--- config.mk ---
export PLATFORM = sky130hd
export DESIGN_NAME = dmem_arbiter
export DESIGN_NICKNAME = d
export VERILOG_FILES = /design/src/rtl/dmem_arbiter.sv
export SDC_FILE = /design/constraint.sdc
export NUM_CORES = 1
export LEC_CHECK = 0
export BUFFER_PORTS_ARGS = -buffer_cell sky130_fd_sc_hd__buf_4
export CAP_MARGIN = 15
export CELL_PAD_IN_SITES_DETAIL_PLACEMENT = 1
export CELL_PAD_IN_SITES_GLOBAL_PLACEMENT = 1
export CORE_UTILIZATION = 30
export DETAILED_ROUTE_END_ITERATION = 6
export PLACE_DENSITY = 0.77
export SLEW_MARGIN = 20
export SYNTH_ARGS = -nofsm -noshare
export SYNTH_HDL_FRONTEND = slang
export SYNTH_SLANG_ARGS = --single-unit
--- constraint.sdc ---
create_clock -name clk -period 2.2 [get_ports clk]
set_clock_uncertainty 0.05 [all_clocks]
set_input_delay 0.22 -clock clk [delete_from_list [all_inputs] [get_ports clk]]
set_output_delay 0.22 -clock clk [all_outputs]
set_load 0.05 [all_outputs]
--- src/rtl/dmem_arbiter.sv ---
// Two-requester data-memory arbiter (core and debug/loader) with one transaction outstanding.
// Partial-byte stores are turned into a read-modify-write against a combinational memory.
module dmem_arbiter #(
    parameter int NREQ_W = 1
) (
    input  logic              clk,
    input  logic              reset_n,
    input  logic              c_req,
    input  logic              c_we,
    input  logic [31:0]       c_addr,
    input  logic [31:0]       c_wdata,
    input  logic [3:0]        c_be,
    output logic              c_gnt,
    output logic              c_done,
    output logic [31:0]       c_rdata,
    input  logic              d_req,
    input  logic              d_we,
    input  logic [31:0]       d_addr,
    input  logic [31:0]       d_wdata,
    input  logic [3:0]        d_be,
    output logic              d_gnt,
    output logic              d_done,
    output logic [31:0]       d_rdata,
    output logic [31:0]       m_r_addr,
    output logic [31:0]       m_w_addr,
    output logic [31:0]       m_data_in,
    output logic              m_read,
    output logic              m_write,
    input  logic [31:0]       m_data_out,
    output logic              busy,
    output logic [NREQ_W-1:0] gnt_id
);

    typedef enum logic [2:0] {IDLE, LOAD, STORE, RMW_RD, RMW_WR} state_t;

    state_t             state_reg, state_next;
    logic [29:0]        word_reg;
    logic [31:0]        wdata_reg, merged_reg, merged_next;
    logic [31:0]        c_rdata_reg, d_rdata_reg;
    logic [3:0]         be_reg;
    logic               last_reg, done_reg, done_next;
    logic [NREQ_W-1:0]  gnt_id_reg;
    logic               grant, win;
    logic               sel_we;
    logic [31:0]        sel_addr, sel_wdata;
    logic [3:0]         sel_be;
    logic               unused_addr_bits;

    // Byte-aligned low address bits carry no meaning for a word memory.
    assign unused_addr_bits = ^{c_addr[1:0], d_addr[1:0]};

    // Only a tie consults the round-robin pointer; last_reg=1 favours the core.
    always_comb begin
        grant     = reset_n && (state_reg == IDLE) && (c_req || d_req);
        win       = (c_req && d_req) ? ~last_reg : d_req;
        sel_we    = win ? d_we    : c_we;
        sel_addr  = win ? d_addr  : c_addr;
        sel_wdata = win ? d_wdata : c_wdata;
        sel_be    = win ? d_be    : c_be;
    end

    always_comb begin
        state_next = state_reg;
        done_next  = 1'b0;
        case (state_reg)
            IDLE: begin
                if (grant) begin
                    if (!sel_we)
                        state_next = LOAD;
                    else if (sel_be == 4'hF)
                        state_next = STORE;
                    else if (sel_be != 4'h0)
                        state_next = RMW_RD;
                    else
                        done_next = 1'b1;
                end
            end
            LOAD, STORE, RMW_WR: begin
                state_next = IDLE;
                done_next  = 1'b1;
            end
            RMW_RD:  state_next = RMW_WR;
            default: state_next = IDLE;
        endcase
    end

    for (genvar gi = 0; gi < 4; gi++) begin : g_merge
        assign merged_next[gi*8 +: 8] = be_reg[gi] ? wdata_reg[gi*8 +: 8]
                                                   : m_data_out[gi*8 +: 8];
    end

    always_ff @(posedge clk or negedge reset_n) begin
        if (!reset_n) begin
            state_reg   <= IDLE;
            word_reg    <= '0;
            wdata_reg   <= '0;
            be_reg      <= '0;
            merged_reg  <= '0;
            c_rdata_reg <= '0;
            d_rdata_reg <= '0;
            last_reg    <= 1'b1;
            done_reg    <= 1'b0;
            gnt_id_reg  <= '0;
        end else begin
            state_reg <= state_next;
            done_reg  <= done_next;
            if (grant) begin
                word_reg   <= sel_addr[31:2];
                wdata_reg  <= sel_wdata;
                be_reg     <= sel_be;
                last_reg   <= win;
                gnt_id_reg <= NREQ_W'(win);
            end
            if (state_reg == RMW_RD)
                merged_reg <= merged_next;
            if (state_reg == LOAD) begin
                if (gnt_id_reg == '0)
                    c_rdata_reg <= m_data_out;
                else
                    d_rdata_reg <= m_data_out;
            end
        end
    end

    assign c_gnt     = grant && !win;
    assign d_gnt     = grant && win;
    assign c_done    = done_reg && (gnt_id_reg == '0);
    assign d_done    = done_reg && (gnt_id_reg != '0);
    assign c_rdata   = c_rdata_reg;
    assign d_rdata   = d_rdata_reg;
    assign m_r_addr  = {2'b00, word_reg};
    assign m_w_addr  = {2'b00, word_reg};
    assign m_data_in = (state_reg == RMW_WR) ? merged_reg : wdata_reg;
    assign m_read    = (state_reg == LOAD)  || (state_reg == RMW_RD);
    assign m_write   = (state_reg == STORE) || (state_reg == RMW_WR);
    assign busy      = (state_reg != IDLE);
    assign gnt_id    = gnt_id_reg;

endmodule

==> metrics.md <==
| Metric | Value |
|---|---|
| Unique masters post-synth | 36 |
| Setup CP Type | register to output port |
| Minimum clock period | 2.18 ns |
| Iter 0 DRT Violations | 347 |
| Layout cell share with drive strength beyond 1 | 46.0% |
| Most used cell, CP | buf_6 |
| Worst IR drop on VDD | 749 µV |
| GRT Overall Usage | 20.8% |
| Unrepaired setup endpoints after global routing | yes |
| Global-route wire length before repair | 42000 µm |
| Final setup violating endpoints | 0 |
| Antenna cells | 0 |
| Final setup TNS | 0 ns |
| H-tree Lvls | 4 |
| Worst hold path class | input port to register |
| Antenna-violating nets left | 0 |
| CTS tree | built |
| Vias per inst | 4.88 |
| PortBufs | 333 |
| Post-synth top area cell | dfrtp_1 |
| Initial antenna violation count | 2 |
| Post-DP HPWL | 18000 µm |
| Gpl congestion | 0.733 |
| Critical path buffer and inverter count | 3 |
| Final hold vios | 0 |
| Leak pwr | 6.19 nW |
| Largest delay share family, worst path | buffers and inverters |
| Total number of vias | 6635 |
| Avg Cell Area, Syn | 12.6 µm² |
| Ys async rst share | 100% |
| CTS clk-pin slew, worst paths | 0.08 ns |
| DRC | 0 |
| Initial Util | 30.6% |
| Top cells by area, synth | dfrtp_1 (54%), a22o_1 (7.0%), mux2_1 (7.0%) |
| CP Capture Type | output port |
| Root Driver | clkbuf_16 |
| Tightest Pin Transition | 0.742 ns |
| DR pass1 iterations | 4 |
| Fin crit share | 99.2% |
| Core Util, Final | 49.0% |
| Total wire length | 27800 µm |
| Mapped Area | 0.00774 mm² |
| Yosys top cell area share | 54.0% |
| Rows | 58 |
| Max Cap Viol | 0 |
| Ports | 342 |
| Register area share after synthesis | 54.3% |
| Crit path cell chain | nor3b_4 -> buf_6 -> buf_12 -> mux2_2 -> buf_6 |
| Yosys synthesis warning count | 0 |
| #FFs+latches synth | 168 |
| Largest net degree at the start of global routing | 169 |
| Die width | 163 µm |
| Slowest stage delay, CP | 0.44 ns |
| Die ar. | 0.0264 mm² |
| Final Power | 17.6 mW |
| Core ar. | 0.0253 mm² |
| Top_reg_cell synth | dfrtp_1 |
| Pwr dens | 1420 mW/mm² |
| Pins Over Slew Limit | 0 |
| Num CTS Buffers | 17 |
| Hold_ws | 0.0219 ns |
| Gate count after technology mapping | 613 |
| Startpoint Class | register |
| Die Height | 163 µm |
| Required time worst endpoint | 1.93 ns |
| Synthesis-to-layout area growth | 59.9% |
| EDFF count, synth | 0 |
| CP Max Fanout | 8 |
| Status | complete, no violations |
| Latest clock arrival within the worst-skew pair | 0.42 ns |
| CTS max path bufs | 2 |
| Final nets | 1191 |
| Vias in the first global route | 7263 |
| Drt wl/cell | 20.5 µm |
| Critical Path AT | 1.91 ns |
| Clk sinks | 168 |
| Filler Cells Inserted | 2637 |
| Maximum clock rate | 458 MHz |
| Max_slew headroom | 50.5% |
| Worst path slowest cell | dfrtp_2 |
| Gr ovfl total | 0 |
## stage by stage
step	setup WS, ns	std cells	instance area, µm²
after global placement	0.255	1218	10400
after CTS	-0.0641	1354	12300
after floorplan	0.0787	616	7750
after global routing	-0.0430	1359	12400
after detailed placement	0.195	1218	10400
final	0.0179	1359	12400
## power breakdown
part / internal, mW / leakage (nW) / switching [mW]
Combinational: 3.32 / 3.89 / 5.85
Sequential: 4.38 / 2.02 / 0.938
Clock: 1.73 / 0.277 / 1.39
Total: 9.43 / 6.19 / 8.18
## final timing paths
| path | cells past startpoint | slack, ns | from | to |
|---|---|---|---|---|
| min in group asynchronous | 3 | 0.36 | reset_n | gnt_id |
| max in group asynchronous | 4 | 0.70 | reset_n | state_reg[2] |
| worst min register to register | 2 | 0.43 | merged_reg[9] | merged_reg[9] |
| worst max-delay path | 5 | 0.02 | state_reg[1] | m_data_in[3] |
| worst min-delay path | 3 | 0.02 | d_wdata[25] | wdata_reg[25] |
| worst max register to register | 7 | 0.18 | state_reg[1] | wdata_reg[2] |
## routing by layer
metal  track usage (%)  part of all wire (%)  vias up
met1              24.3                    40     3381
met5                 0                 0.097        -
li1                  -                     -     2985
met2              37.1                    52      240
met4              4.93                   1.4        4
met3              6.01                   6.4       25
## synthesized netlist by cell type, types with 3 or more instances
cell type and n:
buf_4 37, mux2_2 48, dfrtp_1 167, a21o_1 63, mux2i_1 36, buf_6 6
a22o_1 62, o21ai_0 34, buf_1 4, a21oi_1 3, clkbuf_1 8, buf_2 24
nand2_1 40, o21ai_1 5, mux2_1 48
## cells in the final DEF (no fill, tap or decap), drive strengths merged, types with 8 or more instances in the layout
cell         instances
mux2i               36
buf                364
clkbuf              19
a22o                62
dlygate4sd3         96
inv                  8
a21o                63
o21ai               40
dfrtp              167
mux2                96
nand2               40
## final cells by class
| class | count | area (µm²) | share of cell area, % |
|---|---|---|---|
| timing repair buffer | 461 | 4030 | 32.6 |
| multi-input combinational | 367 | 3120 | 25.2 |
| clock inverter | 13 | 158 | 1.27 |
| tap | 330 | 413 | 3.34 |
| clock buffer | 18 | 439 | 3.55 |
| inverter | 2 | 7.51 | 0.0607 |
| sequential | 168 | 4210 | 34.0 |
## timing repair
action                                 4_1_cts  5_1_grt
setup buffers                                8        5
setup endpoints to repair                   34       33
pin swaps                                    4        2
endpoints found under the hold margin      135        0
cloned                                       1        1
hold buffers                                96        0
gates resized for setup                     65       11
## cell families after synthesis
family	after synthesis	share of synthesized area, %
and+or+nand+nor	57	3.69
xor gates and xnor gates	2	0.226
other	1	0.0485
AOI/OAI and AO/OA	172	16.4
DFF	168	54.4
muxes	132	18.6
buffers and inverters	81	6.69
## worst register-to-register path, delay by kind of cell (launching register included)
| kind | cells | cell delay [ns] |
|---|---|---|
| flip-flops | 1 | 0.44 |
| buffers and inverters | 3 | 0.50 |
| AND/OR/NAND/NOR | 2 | 0.63 |
| AO/OA/AOI/OAI | 2 | 0.33 |
Power figures use the tool's default switching activity.
